**src/rtl/tm1638_pkg.sv**
```systemverilog
`default_nettype none
// ============================================================================
// Module      : tm1638_pkg
// Description : Shared constants for the TM1638 display driver: the three
//               command bytes, transaction identifiers, per-transaction last
//               bit indices and the controller state encoding.
// Revision    : 1.0 - initial release
// ============================================================================
package tm1638_pkg;

    // Command bytes
    localparam logic [7:0] c_CMD_MODE = 8'h40;  // write data, auto-increment address
    localparam logic [7:0] c_CMD_ADDR = 8'hC0;  // set start address 0
    localparam logic [7:0] c_CMD_DISP = 8'h88;  // display on; low 3 bits = brightness

    // Transactions within one frame
    typedef logic [1:0] txn_t;
    localparam txn_t c_TXN_MODE = 2'd0;
    localparam txn_t c_TXN_ADDR = 2'd1;
    localparam txn_t c_TXN_DISP = 2'd2;

    // Last bit index of a transaction: address command plus 16 data bytes
    // form one 136-bit burst, the other two are single bytes.
    localparam logic [7:0] c_ADDR_LAST_BIT = 8'd135;
    localparam logic [7:0] c_CMD_LAST_BIT  = 8'd7;

    // Controller state encoding
    typedef logic [2:0] state_t;
    localparam state_t S_IDLE   = 3'd0;
    localparam state_t S_START  = 3'd1;
    localparam state_t S_BIT_LO = 3'd2;
    localparam state_t S_BIT_HI = 3'd3;
    localparam state_t S_GAP    = 3'd4;
    localparam state_t S_DONE   = 3'd5;

endpackage
`default_nettype wire

```
**src/rtl/hex_to_7seg.sv**
```systemverilog
`default_nettype none
// ============================================================================
// Module      : hex_to_7seg
// Description : Combinational hex nibble to 7-segment code.
//               bit0 = a ... bit6 = g, bit7 (dp) always 0.
// Ports       : i_nibble [3:0] - hex digit in
//               o_seg    [7:0] - segment pattern out
// Revision    : 1.0 - initial release
// ============================================================================
module hex_to_7seg (
    input  logic [3:0] i_nibble,
    output logic [7:0] o_seg
);

    always_comb begin
        o_seg = 8'h00;
        case (i_nibble)
            4'h0: o_seg = 8'h3F;
            4'h1: o_seg = 8'h06;
            4'h2: o_seg = 8'h5B;
            4'h3: o_seg = 8'h4F;
            4'h4: o_seg = 8'h66;
            4'h5: o_seg = 8'h6D;
            4'h6: o_seg = 8'h7D;
            4'h7: o_seg = 8'h07;
            4'h8: o_seg = 8'h7F;
            4'h9: o_seg = 8'h6F;
            4'hA: o_seg = 8'h77;
            4'hB: o_seg = 8'h7C;
            4'hC: o_seg = 8'h39;
            4'hD: o_seg = 8'h5E;
            4'hE: o_seg = 8'h79;
            4'hF: o_seg = 8'h71;
        endcase
    end

endmodule
`default_nettype wire

```
**src/rtl/tm1638_driver.sv**
```systemverilog
`default_nettype none
// ============================================================================
// Module      : tm1638_driver
// Description : Refreshes a TM1638 board (8 hex digits + 8 LEDs) with frames
//               of three serial transactions: mode command, address command
//               plus 16 data bytes, display command. Write-only bus.
// Ports       : clk, rst            - system clock, sync active-high reset
//               enable              - keep sending frames back-to-back
//               data[31:0]          - 8 hex digits, [31:28] leftmost
//               leds[7:0]           - discrete LEDs, [7] leftmost
//               brightness[2:0]     - display pulse width
//               tm_stb/tm_clk/tm_dio- TM1638 bus (all registered)
//               busy, frame_done    - frame status
// Revision    : 1.0 - initial release
// ============================================================================
module tm1638_driver
    import tm1638_pkg::*;
#(
    parameter int CLK_DIV = 50
) (
    input  logic        clk,
    input  logic        rst,
    input  logic        enable,
    input  logic [31:0] data,
    input  logic [7:0]  leds,
    input  logic [2:0]  brightness,
    output logic        tm_stb,
    output logic        tm_clk,
    output logic        tm_dio,
    output logic        busy,
    output logic        frame_done
);

    localparam logic [7:0] c_DIV_LAST = 8'(CLK_DIV - 1);

    state_t      r_state, w_state_nxt;
    logic [7:0]  r_div, w_div_nxt;
    logic [7:0]  r_bit, w_bit_nxt;
    txn_t        r_txn, w_txn_nxt;
    logic [31:0] r_data;
    logic [7:0]  r_leds;
    logic [2:0]  r_bright;
    logic        r_stb, r_clk, r_dio, r_busy, r_done;
    logic        w_capture, w_tick, w_last_bit, w_in_txn, w_dio_nxt;
    logic [4:0]  w_idx;
    logic [7:0]  w_byte;
    logic [7:0]  w_seg [0:7];
    logic [7:0]  w_mux [0:16];

    // Address burst byte table: entry 0 is the address command, then
    // alternating digit segment code / LED byte, leftmost digit first.
    assign w_mux[0] = c_CMD_ADDR;
    for (genvar gi = 0; gi < 8; gi++) begin : g_digits
        hex_to_7seg u_seg (
            .i_nibble (r_data[31-4*gi -: 4]),
            .o_seg    (w_seg[gi])
        );
        assign w_mux[2*gi+1] = w_seg[gi];
        assign w_mux[2*gi+2] = {7'b0, r_leds[7-gi]};
    end

    assign w_tick     = (r_div == c_DIV_LAST);
    assign w_last_bit = (r_bit == ((r_txn == c_TXN_ADDR) ? c_ADDR_LAST_BIT : c_CMD_LAST_BIT));

    // Next-state logic. The divider runs only in timed states and reloads
    // to 0 on its terminal count; every other path leaves it at 0.
    always_comb begin
        w_state_nxt = r_state;
        w_div_nxt   = 8'd0;
        w_bit_nxt   = r_bit;
        w_txn_nxt   = r_txn;
        w_capture   = 1'b0;
        case (r_state)
            S_IDLE: begin
                if (enable) begin
                    w_state_nxt = S_START;
                    w_capture   = 1'b1;
                    w_bit_nxt   = 8'd0;
                    w_txn_nxt   = c_TXN_MODE;
                end
            end
            S_START: begin
                if (w_tick) w_state_nxt = S_BIT_LO;
                else        w_div_nxt   = r_div + 8'd1;
            end
            S_BIT_LO: begin
                if (w_tick) w_state_nxt = S_BIT_HI;
                else        w_div_nxt   = r_div + 8'd1;
            end
            S_BIT_HI: begin
                if (w_tick) begin
                    if (w_last_bit) begin
                        w_state_nxt = S_GAP;
                    end else begin
                        w_state_nxt = S_BIT_LO;
                        w_bit_nxt   = r_bit + 8'd1;
                    end
                end else begin
                    w_div_nxt = r_div + 8'd1;
                end
            end
            S_GAP: begin
                if (w_tick) begin
                    if (r_txn == c_TXN_DISP) begin
                        w_state_nxt = S_DONE;
                    end else begin
                        w_state_nxt = S_START;
                        w_txn_nxt   = r_txn + 2'd1;
                        w_bit_nxt   = 8'd0;
                    end
                end else begin
                    w_div_nxt = r_div + 8'd1;
                end
            end
            S_DONE:  w_state_nxt = S_IDLE;
            default: w_state_nxt = S_IDLE;
        endcase
    end

    // Byte carrying the bit about to go out; looked up with the next bit
    // index so tm_dio is registered on the same edge tm_clk falls.
    always_comb begin
        w_byte = 8'h00;
        w_idx  = w_bit_nxt[7:3];
        case (r_txn)
            c_TXN_MODE: w_byte = c_CMD_MODE;
            c_TXN_ADDR: w_byte = (w_idx > 5'd16) ? 8'h00 : w_mux[w_idx];
            default:    w_byte = c_CMD_DISP | {5'b0, r_bright};
        endcase
    end

    assign w_in_txn  = (w_state_nxt == S_START) || (w_state_nxt == S_BIT_LO) ||
                       (w_state_nxt == S_BIT_HI);
    assign w_dio_nxt = ((w_state_nxt == S_BIT_LO) && (r_state != S_BIT_LO)) ?
                       w_byte[w_bit_nxt[2:0]] : r_dio;

    always_ff @(posedge clk) begin
        if (rst) begin
            r_state  <= S_IDLE;
            r_div    <= 8'd0;
            r_bit    <= 8'd0;
            r_txn    <= c_TXN_MODE;
            r_data   <= 32'd0;
            r_leds   <= 8'd0;
            r_bright <= 3'd0;
            r_stb    <= 1'b1;
            r_clk    <= 1'b1;
            r_dio    <= 1'b1;
            r_busy   <= 1'b0;
            r_done   <= 1'b0;
        end else begin
            r_state <= w_state_nxt;
            r_div   <= w_div_nxt;
            r_bit   <= w_bit_nxt;
            r_txn   <= w_txn_nxt;
            if (w_capture) begin
                r_data   <= data;
                r_leds   <= leds;
                r_bright <= brightness;
            end
            r_stb  <= ~w_in_txn;
            r_clk  <= (w_state_nxt != S_BIT_LO);
            r_dio  <= w_dio_nxt;
            r_busy <= (w_state_nxt != S_IDLE);
            r_done <= (w_state_nxt == S_DONE);
        end
    end

    assign tm_stb     = r_stb;
    assign tm_clk     = r_clk;
    assign tm_dio     = r_dio;
    assign busy       = r_busy;
    assign frame_done = r_done;

endmodule
`default_nettype wire

```
**config.mk**
```make
export PLATFORM = sky130hd
export DESIGN_NAME = tm1638_driver
export DESIGN_NICKNAME = d
export VERILOG_FILES = /design/src/rtl/tm1638_pkg.sv /design/src/rtl/hex_to_7seg.sv /design/src/rtl/tm1638_driver.sv
export SDC_FILE = /design/constraint.sdc
export NUM_CORES = 1
export LEC_CHECK = 0
export BUFFER_PORTS_ARGS = -buffer_cell sky130_fd_sc_hd__buf_2
export CAP_MARGIN = 30
export CORE_ASPECT_RATIO = 1.4
export CORE_MARGIN = 10
export CORE_UTILIZATION = 55
export DETAILED_ROUTE_END_ITERATION = 12
export GPL_TIMING_DRIVEN = 0
export PLACE_DENSITY_LB_ADDON = 0.15
export SLEW_MARGIN = 40
export SYNTH_ARGS = -nofsm -noshare
export SYNTH_HDL_FRONTEND = slang
export SYNTH_SLANG_ARGS = --single-unit
```
**constraint.sdc**
```tcl
create_clock -name clk -period 3.05 [get_ports clk]
set_input_delay 0.1525 -clock clk [delete_from_list [all_inputs] [get_ports clk]]
set_output_delay 0.1525 -clock clk [all_outputs]
set_load 0.02 [all_outputs]
```
# After elaboration in Yosys (flattened, before gate mapping)
# Memory sizes are Yosys's and may differ from the RTL's. A register that Yosys moved wholly into a read port is not among the register bits.
# Cells that the tools add are included.
[word_totals]
wordCells = 100
mem_bits_ro = 896
output_inout_bits = 5
mem_count = 8
ff_bits = 69
input_bits = 46
[classes]
n_eq_ne = 17
addsub = 3
n_mux = 44
n_lt_le_gt_ge = 3
bitwise_logic = 3
reduce_logical = 10
[mem_list]
columns = ["memory", "words", "width", "rd", "rd_ports_with_merged_regs", "wr", "line_no", "source"]
rows = [
  ["(name not given)", 16, 7, 1, 1, 0, "hex_to_7seg.sv:17", "case (i_nibble)"],
  ["(name not given)", 16, 7, 1, 1, 0, "hex_to_7seg.sv:17", ""],
  ["(name not given)", 16, 7, 1, 1, 0, "hex_to_7seg.sv:17", ""],
  ["(name not given)", 16, 7, 1, 1, 0, "hex_to_7seg.sv:17", ""],
  ["(name not given)", 16, 7, 1, 1, 0, "hex_to_7seg.sv:17", ""],
  ["(name not given)", 16, 7, 1, 1, 0, "hex_to_7seg.sv:17", ""],
  ["+2 memories", "-", "-", "-", "-", "-", "-", ""],
]
[ops]
columns = ["cell", "n"]
rows = [
  ["$mux W8", 9],
  ["$mux W4", 16],
  ["$bmux W8 S5", 1],
  ["$pmux W8 S3", 1],
  ["$mux W3", 7],
  ["$add A8 B1 Y8 const B", 2],
  ["$pmux W8 S2", 1],
  ["$pmux W3 S5", 1],
  ["$eq A3 B2 Y1 const B", 4],
  ["$eq A8 B6 Y1 const B", 1],
  ["$eq A8 B8 Y1", 1],
  ["$eq A3 B1 Y1 const B", 2],
  ["$eq A3 B3 Y1 const B", 2],
  ["$ge A6 B6 Y1 const B", 1],
  ["$mux W2", 3],
  ["$ne A2 B2 Y1 const B", 3],
  ["$ne A3 B2 Y1 const B", 2],
  ["$not A5 Y6", 1],
  ["$gt A5 B5 Y1 const B", 1],
  ["$lt A3 B4 Y1 const B", 1],
  ["$pmux W2 S2", 1],
  ["$reduce_and A4 Y1", 1],
  ["$reduce_or A4 Y1", 1],
  ["$bmux W1 S3", 1],
  ["12 further kinds", 16],
]

# Depth between registers and ports, before layout
[depth]
ltp_word = 14
depth_mapped = 15

# Modules after synthesis
# A second synthesis with hierarchy kept.
[unflattened]
cells_unflattened = 744
hier_area_um2 = 6033.3
[modules_own_cells]
columns = ["mod", "n_inst", "area_per_inst_um2", "cells_per_inst"]
rows = [
  ["tm1638_driver", 1, 3638.5, 464],
  ["hex_to_7seg at g_digits[0].u_seg ...", 4, 299.0, 35],
  ["hex_to_7seg at g_digits[1].u_seg ...", 3, 301.5, 35],
  ["hex_to_7seg at g_digits[3].u_seg", 1, 294.0, 35],
]

# Worst setup path before layout
# No wires, ideal clock.
[synth_path]
path_kind = "register to register"
from = "reg r_state[1]"
to = "reg g_digits[3].u_seg.o_seg[3] (netlist name)"
required_time_ps = 2992
setup_slack_ps = -51
n_path_buf = 3
path_stages_with_launch = 14
t_arrival_ps = 3043
path_cell_list = "dfxtp_1 > buf_2 > nor2_1 > inv_1 > nor3b_1 > buf_2 > buf_1 > nand2_1 > a21oi_1 > inv_1 > ha_1 > inv_1 > mux4_2 > inv_1"
[synth_via]
elab_chain_cells = 4
[synth_rtl]
columns = ["element", "line_no", "source"]
rows = [
  ["start, declared", "tm1638_driver.sv:36", "state_t r_state, w_state_nxt;"],
  ["start signal, assigned", "tm1638_driver.sv:152", "r_state <= w_state_nxt;"],
  ["$logic_not A3 Y1", "tm1638_driver.sv:73", "case (r_state)"],
  ["$mux W1", "tm1638_driver.sv:73", ""],
  ["$mux W4 (no line) (2 in series)", "-", ""],
]
# No other way between the ends.
# A chain may end at the register's enable or synchronous reset.

# Worst setup path in the final report
[layout_path]
from = "reg r_div[1]"
to = "reg r_dio, in the netlist tm_dio"
[layout_via]
elab_chain_cells = 11
[layout_rtl]
columns = ["element", "line_no", "source"]
rows = [
  ["start, declared", "tm1638_driver.sv:37", "logic [7:0] r_div, w_div_nxt;"],
  ["start signal, assigned", "tm1638_driver.sv:153", "r_div <= w_div_nxt;"],
  ["$eq A8 B6 Y1 *", "tm1638_driver.sv:62", "assign w_tick = (r_div == c_DIV_LAST);"],
  ["$mux W8, on equally long branches", "tm1638_driver.sv:103, tm1638_driver.sv:91", ""],
  ["$pmux W8 S3", "tm1638_driver.sv:73", ""],
  ["$not A5 Y6 (implied by the code)", "tm1638_driver.sv:127", "c_TXN_ADDR: w_byte = (w_idx > 5'd16) ? 8'h00 : w_mux[w_idx];"],
  ["$bmux W8 S5", "tm1638_driver.sv:127", ""],
  ["$mux W8 (implied by the code) (2 in series)", "tm1638_driver.sv:127", ""],
  ["$mux W8", "tm1638_driver.sv:127", ""],
  ["$pmux W8 S2", "tm1638_driver.sv:125", "case (r_txn)"],
  ["$bmux W1 S3", "tm1638_driver.sv:135", "w_byte[w_bit_nxt[2:0]] : r_dio;"],
  ["$mux W1 (implied by the code)", "tm1638_driver.sv:135", ""],
  ["end signal, assigned", "tm1638_driver.sv:163", "r_dio <= w_dio_nxt;"],
  ["end, declared", "tm1638_driver.sv:43", "logic r_stb, r_clk, r_dio, r_busy, r_done;"],
]
# Mark *: on every way between the ends. The rest lies on a longest branch, timed or not. The select of a mux whose other input is x is not followed.

==> flow_metrics.py <==
metrics = {
    "sta": {
        "worst_slack_ns": 0.0126,
        "skew_ns": 0.00910,
        "finalSetupTns_ns": 0,
        "fmax_mhz": 329,
        "tightestPinTransition_ns": 0.968,
        "rsz0062_at_grt": "yes",
        "setup_viol": 0,
        "fin_crit_sh_pct": 99.6,
        "slew_viol_final": 0,
        "fin_crit_ns": 3.04,
        "finalHoldViolCount": 0,
        "max_slew_margin_pct": 35.5,
    },
    "setup_path": {
        "startpoint_type": "flop",
        "cp_top_family": "simple AND/OR/NAND/NOR gates",
        "crit_slowest_cell": "nor3b_2",
        "cp.required_ns": 3.35,
        "crit_fanout": 10,
        "cp_cell_sequence": "inv_2 > ha_4 > nor3b_2 > nand2_2 > nor3_4 > o22ai_4 > buf_4 > a21oi_1 > a32oi_2 > mux2_4 > o2111ai_4 > a41oi_2 > o21a_1",
        "crit_path_end_kind": "flop",
        "criticalPathCategory": "flop to flop",
        "cpPeakStageDelay_ns": 0.37,
        "critPathBufInv": 2,
        "cp.arrival_ns": 3.33,
    },
    "place": {
        "place_hpwl_mm": 14.5,
        "io_buffers": 49,
        "dp.cells": 1057,
        "place_ws_ns": -1.35,
        "gp_congestion": 0.907,
    },
    "grt": {
        "grtUsageTotal_pct": 21.8,
        "grt_pass1_vias": 6230,
        "grt_overflow": 0,
        "grt_max_degree": 17,
        "antenna_found_initial": 0,
        "grt_pass1_wl_mm": 30.7,
    },
    "pwr": {
        "p_sw_share_pct": 24.3,
        "internal_power_w": 0.00342,
        "clkPwrFrac_pct": 47.3,
        "vdd_ir_drop_max_mv": 0.379,
        "power_frac_comb_pct": 12.7,
        "p_seq_share_pct": 40.0,
        "p_switching_w": 0.00110,
        "p_per_area_mw_per_mm2": 524,
        "p_leak_nw": 3.65,
    },
    "yosys": {
        "yosysSeqAreaShare_pct": 36.0,
        "ys.flop_type": "dfxtp_1",
        "ys.warnings.count": 0,
        "synth.avg_cell_area_sq_um": 8.11,
        "syn_inst": 858,
        "ys_ff_latch": 125,
        "syn_nets": 966,
        "ys_types": 75,
        "syn_area_sq_mm": 0.00696,
        "synth_edf_count": 0,
        "synthArstFlopShare_pct": 0,
    },
    "clocking": {
        "htreeDepth": 4,
        "cts_buffers": 17,
        "cts_tree": "yes",
        "cts_root_buffer": "clkbuf_16",
        "clockBufferDepth": 2,
        "clk_transition_reported_paths_ns": 0.05,
        "clkSinkCount": 125,
        "clk_latency_ns": 0.41,
    },
    "die": {
        "std_cell_rows": 48,
        "core_sq_mm": 0.0124,
        "ios": 51,
        "dieWidth_um": 115,
        "start_util_pct": 56.2,
        "die_h_um": 153,
        "die_area_sq_mm": 0.0176,
    },
    "finish": {
        "drive_above_1_share_pct": 19.1,
        "area.growth.synth_to_final_pct": 24.1,
        "layout.cells.most_common": "nand2_1",
        "nNetsFinal": 1052,
        "antenna-diode-count": 0,
        "layout_common_cells": "181 x nand2_1, 123 x dfxtp_1, 82 x a21oi_1, 63 x nor2_1, 60 x ha_1",
        "fin_cells": 1105,
    },
    "detailed_routing": {
        "ant_nets": 0,
        "drt-total-wl_mm": 19.8,
        "dr.pass1.iters": 8,
        "vias_per_cell": 5.83,
        "drc": 0,
        "routedWlPerCell_um": 17.9,
        "drtIter0Drc": 469,
        "vias": 6439,
    },
    "job": {
        "cap_violations": 0,
    },
    "hold_path": {
        "min_path_type": "primary input to flop",
    },
    "run_status": {
        "outcome": "complete, no violations",
    },
}
timing repair:
action / 4_1_cts / 5_1_grt
cloned: 0 / 1
hold endpoints to repair: 9 / 0
pin swaps: 6 / 15
setup buffers: 7 / 4
resized for setup: 37 / 63
hold buffers: 9 / 0
endpoints found under the setup margin: 74 / 26
through the flow:
step	area [sq um]	total power [W]	utilization, %	hold slack [ns]
3_5_place_dp	7400	0.00236	59.8	0.402
6_report	8630	0.00452	69.8	0.00850
2_1_floorplan	6960	0.00218	-	0.288
3_3_place_gp	7400	0.00234	59.8	0.394
4_1_cts	8280	0.00450	66.9	0.00241
5_1_grt	8630	0.00468	69.8	0.0144
worst paths after layout:
check / from / end / slack (ns) / cells past startpoint
worst max-delay path: r_div[1]$_SDFF_PP0_ / tm_dio$_SDFFE_PP1P_ / 0.01 / 13
worst max register to register: r_div[1]$_SDFF_PP0_ / tm_dio$_SDFFE_PP1P_ / 0.01 / 13
worst min register to register: r_leds[0]$_SDFFE_PP0P_ / r_leds[0]$_SDFFE_PP0P_ / 0.47 / 2
worst min-delay path: brightness[2] / r_bright[2]$_SDFFE_PP0P_ / 0.008 / 3
Yosys cell counts (all sizes together) (3+ instances only):
library cell	number	area, sq um
nand4	3	18.8
nor4	4	31.3
and3	3	20.0
mux4	4	90.1
buf	22	141
a21oi	98	494
nor2b	4	25.0
nor3b	5	47.5
a211oi	5	37.5
nor2	66	248
ha	62	776
xor2	3	26.3
xnor2	6	52.6
and2	14	87.6
a21o	6	45.0
nand3	23	128
a32oi	3	26.3
clkbuf	18	68.8
o2111ai	3	26.3
o31a	3	26.3
inv	49	184
mux2	3	37.5
a221oi	13	120
dfxtp	125	2500
o211ai	3	22.5
o31ai	5	42.5
nand2	184	691
mux2i	22	233
nand3b	4	33.8
nor3	17	96.4
a22oi	16	120
a31oi	7	43.8
o21ai	23	123
layout make-up:
type                       instances  area (sq um)
timing repair buffer              70           443
fill                            1001          3740
inverter                          51           191
clock inverter                     6           133
sequential                       125          2500
clock buffer                      24           492
multi-input combinational        642          4430
tap                              150           188
buffer                            37           253
sequential cells by signal (all words and copies together) (netlist names):
name,flops
g_digits.u_seg.o_seg,56
r_data,32
r_bit,8
r_div,8
r_leds,8
r_bright,3
r_state,3
r_txn,2
busy,1
frame_done,1
tm_clk,1
tm_dio,1
tm_stb,1
logic make-up after synthesis:
family                     share of synthesized area [%]
and+or+nand+nor                                     22.0
AOI/OAI and AO/OA                                   18.8
DFF                                                 36.0
buffers and inverters                               5.77
adders and majority gates                           11.1
muxes                                               5.18
xor gates and xnor gates                            1.13
per-layer routing:
layer	vias up	track usage, %	wire, um
li1	3125	-	-
met1	3048	23.1	7610
met2	203	38.1	10400
met3	63	4.27	875
met4	0	13.0	956
met5	-	0	0
power by group through the flow:
stage                     Combinational, W  Clock (W)  Sequential [W]
after floorplan                   0.000362          0         0.00182
after global placement            0.000500          0         0.00184
after detailed placement          0.000518          0         0.00184
after CTS                         0.000547    0.00214         0.00181
after global routing              0.000639    0.00222         0.00182
final                             0.000575    0.00214         0.00181
worst reg2reg max path: stages, from the launching register on:
cell and delay, ns:
dfxtp_2 0.33, inv_2 0.06, ha_4 0.12, nor3b_2 0.37
nand2_2 0.26, nor3_4 0.35, o22ai_4 0.13, buf_4 0.21
a21oi_1 0.20, a32oi_2 0.10, mux2_4 0.31, o2111ai_4 0.21
a41oi_2 0.14, o21a_1 0.13
Note: power is estimated with default switching activity, not from simulation.
